==> src/rtl/bf_param_stack.sv <==
// bf_param_stack: parametrised LIFO of loop return addresses.
// The decoder pushes on '[' and pops on ']'. The PC mux consumes the registered top.
// Push and pop in the same cycle replaces the top entry.
// Storage is a circular buffer. A base pointer marks the oldest entry, so that an
// unguarded push while full can overwrite the oldest entry without shifting.
// Optional feature macro: BF_STACK_GUARD_EN.
//   defined   - push while full is ignored and sets a sticky overflow flag;
//               pop while empty sets a sticky underflow flag.
//   undefined - push while full overwrites the oldest entry; both flags read 0.
module bf_param_stack #(
  parameter int WIDTH = 16,
  parameter int DEPTH = 16
) (
  input  logic                     clk,
  input  logic                     rst,
  input  logic [WIDTH-1:0]         pushd,
  input  logic                     push_en,
  input  logic                     pop_en,
  output logic [WIDTH-1:0]         top,
  output logic [$clog2(DEPTH):0]   count,
  output logic                     empty,
  output logic                     full,
  output logic                     overflow,
  output logic                     underflow
);

  localparam int AW = $clog2(DEPTH);

  localparam logic [AW:0]      CNT_ZERO = {(AW+1){1'b0}};
  localparam logic [AW:0]      CNT_ONE  = {{AW{1'b0}}, 1'b1};
  localparam logic [AW:0]      CNT_FULL = (AW+1)'(DEPTH);
  localparam logic [AW-1:0]    IDX_ONE  = AW'(1'b1);
  localparam logic [WIDTH-1:0] DATA_ZERO = {WIDTH{1'b0}};

  logic [WIDTH-1:0] mem_r [DEPTH];
  logic [AW-1:0]    base_r;
  logic [AW-1:0]    base_s;
  logic [AW:0]      count_r;
  logic [AW:0]      count_s;
  logic [WIDTH-1:0] top_r;
  logic [WIDTH-1:0] top_s;
  logic             empty_r;
  logic             full_r;
  logic             is_empty_s;
  logic             is_full_s;
  logic             wr_en_s;
  logic [AW-1:0]    wr_idx_s;
  logic [AW-1:0]    tail_s;   // physical index of the current top entry
  logic [AW-1:0]    below_s;  // physical index of the entry under the top

`ifdef BF_STACK_GUARD_EN
  logic overflow_r;
  logic underflow_r;
  logic ovf_set_s;
  logic unf_set_s;
`endif

  assign is_empty_s = (count_r == CNT_ZERO);
  assign is_full_s  = (count_r == CNT_FULL);
  // When full, the low count bits are zero, so tail wraps to base-1 (the newest entry).
  assign tail_s     = base_r + count_r[AW-1:0] - IDX_ONE;
  assign below_s    = tail_s - IDX_ONE;

  // Next-state decode for count, base pointer, top register, array write and flags.
  always_comb begin
    count_s  = count_r;
    base_s   = base_r;
    top_s    = top_r;
    wr_en_s  = 1'b0;
    wr_idx_s = tail_s + IDX_ONE;
`ifdef BF_STACK_GUARD_EN
    ovf_set_s = 1'b0;
    unf_set_s = 1'b0;
`endif
    case ({push_en, pop_en})
      2'b10: begin
        if (!is_full_s) begin
          wr_en_s  = 1'b1;
          wr_idx_s = tail_s + IDX_ONE;
          count_s  = count_r + CNT_ONE;
          top_s    = pushd;
        end else begin
`ifdef BF_STACK_GUARD_EN
          ovf_set_s = 1'b1;
`else
          // The oldest slot (base) becomes the newest one; the window slides up by one.
          wr_en_s  = 1'b1;
          wr_idx_s = base_r;
          base_s   = base_r + IDX_ONE;
          top_s    = pushd;
`endif
        end
      end
      2'b01: begin
        if (!is_empty_s) begin
          count_s = count_r - CNT_ONE;
          if (count_r > CNT_ONE) begin
            top_s = mem_r[below_s];
          end else begin
            top_s = DATA_ZERO;
          end
        end else begin
`ifdef BF_STACK_GUARD_EN
          unf_set_s = 1'b1;
`endif
          top_s = DATA_ZERO;
        end
      end
      2'b11: begin
        wr_en_s = 1'b1;
        top_s   = pushd;
        if (is_empty_s) begin
          wr_idx_s = base_r;
          count_s  = CNT_ONE;
        end else begin
          wr_idx_s = tail_s;
        end
      end
      default: begin
        count_s = count_r;
      end
    endcase
  end

  // Control/status registers: count, base pointer, registered top and empty/full.
  always_ff @(posedge clk or negedge rst) begin
    if (!rst) begin
      count_r <= CNT_ZERO;
      base_r  <= {AW{1'b0}};
      top_r   <= DATA_ZERO;
      empty_r <= 1'b1;
      full_r  <= 1'b0;
    end else begin
      count_r <= count_s;
      base_r  <= base_s;
      top_r   <= top_s;
      empty_r <= (count_s == CNT_ZERO);
      full_r  <= (count_s == CNT_FULL);
    end
  end

  // Storage array write; contents need no reset because count gates every read.
  always_ff @(posedge clk) begin
    if (wr_en_s) begin
      mem_r[wr_idx_s] <= pushd;
    end
  end

`ifdef BF_STACK_GUARD_EN
  // Sticky error flags, cleared only by reset.
  always_ff @(posedge clk or negedge rst) begin
    if (!rst) begin
      overflow_r  <= 1'b0;
      underflow_r <= 1'b0;
    end else begin
      overflow_r  <= overflow_r | ovf_set_s;
      underflow_r <= underflow_r | unf_set_s;
    end
  end

  assign overflow  = overflow_r;
  assign underflow = underflow_r;
`else
  assign overflow  = 1'b0;
  assign underflow = 1'b0;
`endif

  assign top   = top_r;
  assign count = count_r;
  assign empty = empty_r;
  assign full  = full_r;

endmodule

==> config.mk <==
export PLATFORM = sky130hd
export DESIGN_NAME = bf_param_stack
export DESIGN_NICKNAME = d
export VERILOG_FILES = /design/src/rtl/bf_param_stack.sv
export SDC_FILE = /design/constraint.sdc
export NUM_CORES = 1
export LEC_CHECK = 0
export ABC_AREA = 1
export CAP_MARGIN = 10
export CORE_MARGIN = 2
export CORE_UTILIZATION = 66
export DETAILED_ROUTE_END_ITERATION = 10
export PLACE_DENSITY = 0.85
export SYNTH_ARGS = -nofsm -noshare
export SYNTH_HDL_FRONTEND = slang
export SYNTH_SLANG_ARGS = --single-unit
==> constraint.sdc <==
create_clock -name clk -period 6.4 [get_ports clk]
set_clock_uncertainty 0.15 [all_clocks]
set_input_delay 0.96 -clock clk [delete_from_list [all_inputs] [get_ports clk]]
set_output_delay 0.96 -clock clk [all_outputs]
set_load 0.01 [all_outputs]
Word-level counts from Yosys, hierarchy flattened. Memories as Yosys holds them, arrays and structs flattened. Index checks and enable logic that the tools add are counted.

Memories kept: 1. Memory bits (writable): 256. Register bits: 27.

Equality and inequality tests: 5. Order comparisons: 1. Add/sub/neg operators: 7. Muxes and demuxes: 13. Reductions and logical operators: 5.

Memories: mem_r (depth 16, bits a word 16, rd ports 1, clocked after memory_dff 0, wr ports 1, line 35) `logic [WIDTH-1:0] mem_r [DEPTH];`.

Operators with widths (count): 16-bit 2-to-1 mux (2); 16-bit one-hot mux with 2 select lines (1); 5-bit 2-to-1 mux (3); 5-bit one-hot mux with 3 select lines (1); 5-bit == test, second input constant (2); 5-bit zero test (2); 4-bit by 1-bit adder with 4-bit output, second input constant (2); 4-bit 2-to-1 mux (2); 4-bit one-hot mux with 2 select lines (1); 4-bit by 1-bit subtractor with 4-bit output, second input constant (2); 5-bit by 1-bit adder with 5-bit output, second input constant (1); 5-bit by 1-bit greater-than comparator with 1-bit output, second input constant (1); 5-bit by 1-bit subtractor with 5-bit output, second input constant (1); 4-bit adder (1); 2-bit == test, second input constant (2); 1-bit 2-to-1 mux (3); 2-bit by 1-bit == test with 1-bit output, second input constant (1); 2-bit AND reduction (1); 2-bit nonzero test (1); 2-bit OR reduction (1).

Logic depth before layout (Yosys ltp). An unclocked memory read counts as a cell.

Depth after elaboration: 7. Depth in mapped cells: 18. Mapped depth without buffers: 17.

Worst setup path before layout. Ideal clock, no wire load.

Path kind: register to register. Start point: reg count_r[0], in the netlist count[0]. End point: mem mem_r[4][0], enable pin. Data required time: 5.841 ns. Period minus slack after synthesis: 4.235 ns. Slack: 2.165 ns. Stages on the path, launching flop included: 16. Arrival: 3.675 ns. Setup time: 0.409 ns. Cell sequence: dfrtp_1 -> inv_1 -> ha_1 -> buf_4 -> inv_2 -> buf_6 -> buf_2 -> ha_1 -> buf_2 -> inv_2 -> buf_2 -> buf_2 -> nand2_1 -> nand3_1 -> nand2_1 -> nor3_1.

Word-level cells in the longest chain between the ends: 5. Elaborated cells on any way between the ends: 8. Those cells by class: add/sub (3); eq/ne (1); mux (3); reduce/logical (1).

Ends and longest elaborated chain: from (decl) (line 38) `logic [AW:0] count_r;`; from (signal assigned) (line 134) `count_r <= count_s;`; 4-bit adder (line 61) `assign tail_s = base_r + count_r[AW-1:0] - IDX_ONE;`; 4-bit by 1-bit subtractor with 4-bit output (line 61); 4-bit by 1-bit adder with 4-bit output (line 70, 79); 4-bit 2-to-1 mux (line 77) `if (!is_full_s) begin`; 4-bit one-hot mux with 2 select lines (*) (line 75) `case ({push_en, pop_en})`; to (decl) (line 35).

Every way passes the cells marked *; elsewhere a longest branch is shown, timed or not.

Final worst setup path.
Start point: reg count_r[0], in the netlist count[0]. End point: mem mem_r[3][15], enable pin.

The elaborated chain is that of the path after synthesis.

==> out/metrics.yaml <==
worst_hold_path.endpoint: "top[4]$_DFFE_PN0P_"
pin_count: 45
post_cts_buffers: 0
post_cts_resized: 0
hp-start: "top[4]$_DFFE_PN0P_"
arrival_ns: 4.90
timing.hold.ws_ns: 0.3478
vias_per_cell: 6.174
async_flop_share_pct: 9.541
die_area_mm2: 0.01989
layout_commonest_cell: "nand2_1"
max-slew-margin-rel_pct: 23.50
core_area_mm2: 0.01858
final_nets: 1149
place.detailed.hpwl_um: 17760
ys_types: 41
grt_pass1_vias: 8220
cts_hold_buffers: 0
status: "complete, no violations"
antenna_left: 0
grt_max_degree: 93
worst_ep_required_time_ns: 6.42
placed_area_mm2: 0.01293
startpoint_type: "flip-flop"
synthesis.area_mm2: 0.01240
finalInstanceArea_mm2: 0.01386
clk_latency_ns: 0.56
ff2ff_setup_slack_ns: 1.52
place_congestion: 0.9172
fill_cells: 1196
die_w_um: 141.0
hold_violations: 0
rsz0062_at_grt: "no"
final_cell_mix: "nand2_1, edfxtp_1, nand3_1, a21oi_1, clkdlybuf4s50_1"
wl_per_cell_um: 21.69
cts_buffers: 29
start_util_pct: 66.71
firstDrtPassIters: 7
tightest_slew_ns: 1.146
report.final.slew_viol_count: 0
period_needed_ns: 4.880
vias: 8483
crit_type: "flip-flop to flip-flop"
setup_tns_ns: 0
clock-sinks: 283
path_clk_slew_ns: 0.06
endpoint_kind: "flip-flop"
r2r-start: "count[0]$_DFF_PN0_"
grt.total_usage_pct: 30.99
cts_tree: "done"
drc: 0
drive_gt1_share_pct: 12.98
cts_buffer_depth: 3
synth_edf_count: 256
drtIter0Drc: 1353
grt-ovfl-total: 0
yosysSeqAreaShare_pct: 67.48
antennaDiodeCount: 0
grt_pass1_wl_um: 46450
cts_root_buf: "clkbuf_16"
r2r-end: "mem_r[3][15]$_DFFE_PP_"
fin_crit_sh_pct: 76.25
maxCapViolations: 0
avgSynthCellArea_um2: 11.46
rr_worst_depth: 11
synth-warning-count: 0
totalWireLength_um: 29800
hold_depth: 2
htreeDepth: 1
clock.fmax_mhz: 204.9
fin_util_pct: 74.60
finalSetupViolCount: 0
cp_max_fo: 62
yosys_register_bits: 283
netlist_instances: 1082
io_buffers: 42
synth_flop_cell: "edfxtp_1"
fp-row-count: 50
hold_class: "flip-flop to flip-flop"
area_growth_pct: 11.82
antenna_found_initial: 0
die_h_um: 141.0
==> registers in the layout, summed over array words and instances (netlist names) <==
name / cells
mem_r: 256
top: 16
count: 5
base_r: 4
empty: 1
full: 1
==> stage by stage <==
step	setup WS [ns]	cells
6_report	1.520	1374
5_1_grt	1.135	1374
4_1_cts	1.328	1372
3_5_place_dp	1.347	1318
3_3_place_gp	1.419	1316
2_1_floorplan	2.165	1083
==> synthesized netlist by cell type, types with 2 or more instances <==
cell / number / area share (%)
a21oi_1: 65 / 2.6
a21oi_2: 4 / 0.28
a22oi_1: 2 / 0.12
buf_1: 2 / 0.061
buf_2: 29 / 1.2
buf_4: 7 / 0.42
buf_6: 8 / 0.73
clkbuf_1: 11 / 0.33
dfrtp_1: 26 / 5.2
edfxtp_1: 256 / 62
ha_1: 11 / 1.1
inv_1: 24 / 0.73
inv_2: 9 / 0.27
nand2_1: 326 / 9.9
nand2_2: 16 / 0.81
nand2_4: 5 / 0.45
nand3_1: 149 / 6.0
nand3_2: 26 / 2.1
nand3b_1: 2 / 0.12
nand4_1: 4 / 0.20
nor2_1: 30 / 0.91
nor2_2: 4 / 0.20
nor3_1: 4 / 0.16
nor3_2: 2 / 0.16
o21ai_0: 13 / 0.52
o21ai_1: 3 / 0.12
o21ai_2: 10 / 0.71
o22ai_1: 2 / 0.10
or2_1: 14 / 0.71
xnor2_1: 2 / 0.14
xor2_1: 6 / 0.42
==> final cells by class <==
cell class	instances	area [um2]	share of cell area [%]
multi-input combinational	708	3592	25.92
clock buffer	38	759.5	5.479
clock inverter	16	143.9	1.038
sequential	283	8364	60.34
tap	234	292.8	2.112
inverter	34	133.9	0.9659
timing repair buffer	61	574.3	4.143
==> kinds of logic after synthesis <==
kind of cell / synth area share [%]
AND/OR/NAND/NOR: 22.10
flip-flops: 67.48
AO/OA/AOI/OAI: 4.481
buffers and inverters: 3.947
adder cells (fa/ha/maj): 1.272
XOR/XNOR: 0.6965
other: 0.03025
==> how the worst max path moves through the flow <==
stage	endpoint	start	slack (ns)	cells past startpoint
4_1_cts	mem_r[15][4]$_DFFE_PP_	count[0]$_DFF_PN0_	1.33	11
2_1_floorplan	mem_r[4][0]$_DFFE_PP_	count[0]$_DFF_PN0_	2.17	15
5_1_grt	mem_r[3][9]$_DFFE_PP_	count[0]$_DFF_PN0_	1.13	11
3_3_place_gp	mem_r[14][7]$_DFFE_PP_	count[0]$_DFF_PN0_	1.42	11
3_5_place_dp	mem_r[14][7]$_DFFE_PP_	count[0]$_DFF_PN0_	1.35	11
6_report	mem_r[3][15]$_DFFE_PP_	count[0]$_DFF_PN0_	1.52	11
==> worst max-delay path, cell delays in order, from the launching register on <==
cell and delay [ns]:
dfrtp_1 0.45, inv_1 0.18, ha_4 0.59, clkinv_2 0.62, ha_2 0.57, buf_4 0.59, inv_2 0.07, nand2_1 0.12
nand2_1 0.06, nor2_1 0.14, nand2_1 0.15, nor2_2 0.78
==> per-layer routing <==
metal / GRT usage [%] / share of wire (%) / vias to the layer above
met5: 0 / 0 / -
met4: 10.37 / 3.5 / 0
met3: 6.352 / 11 / 89
met2: 50.22 / 48 / 564
met1: 42.80 / 37 / 4006
li1: - / - / 3824
Power is not shown: default switching activity piles up to over one toggle a cycle in this logic, so the estimate is an artifact.
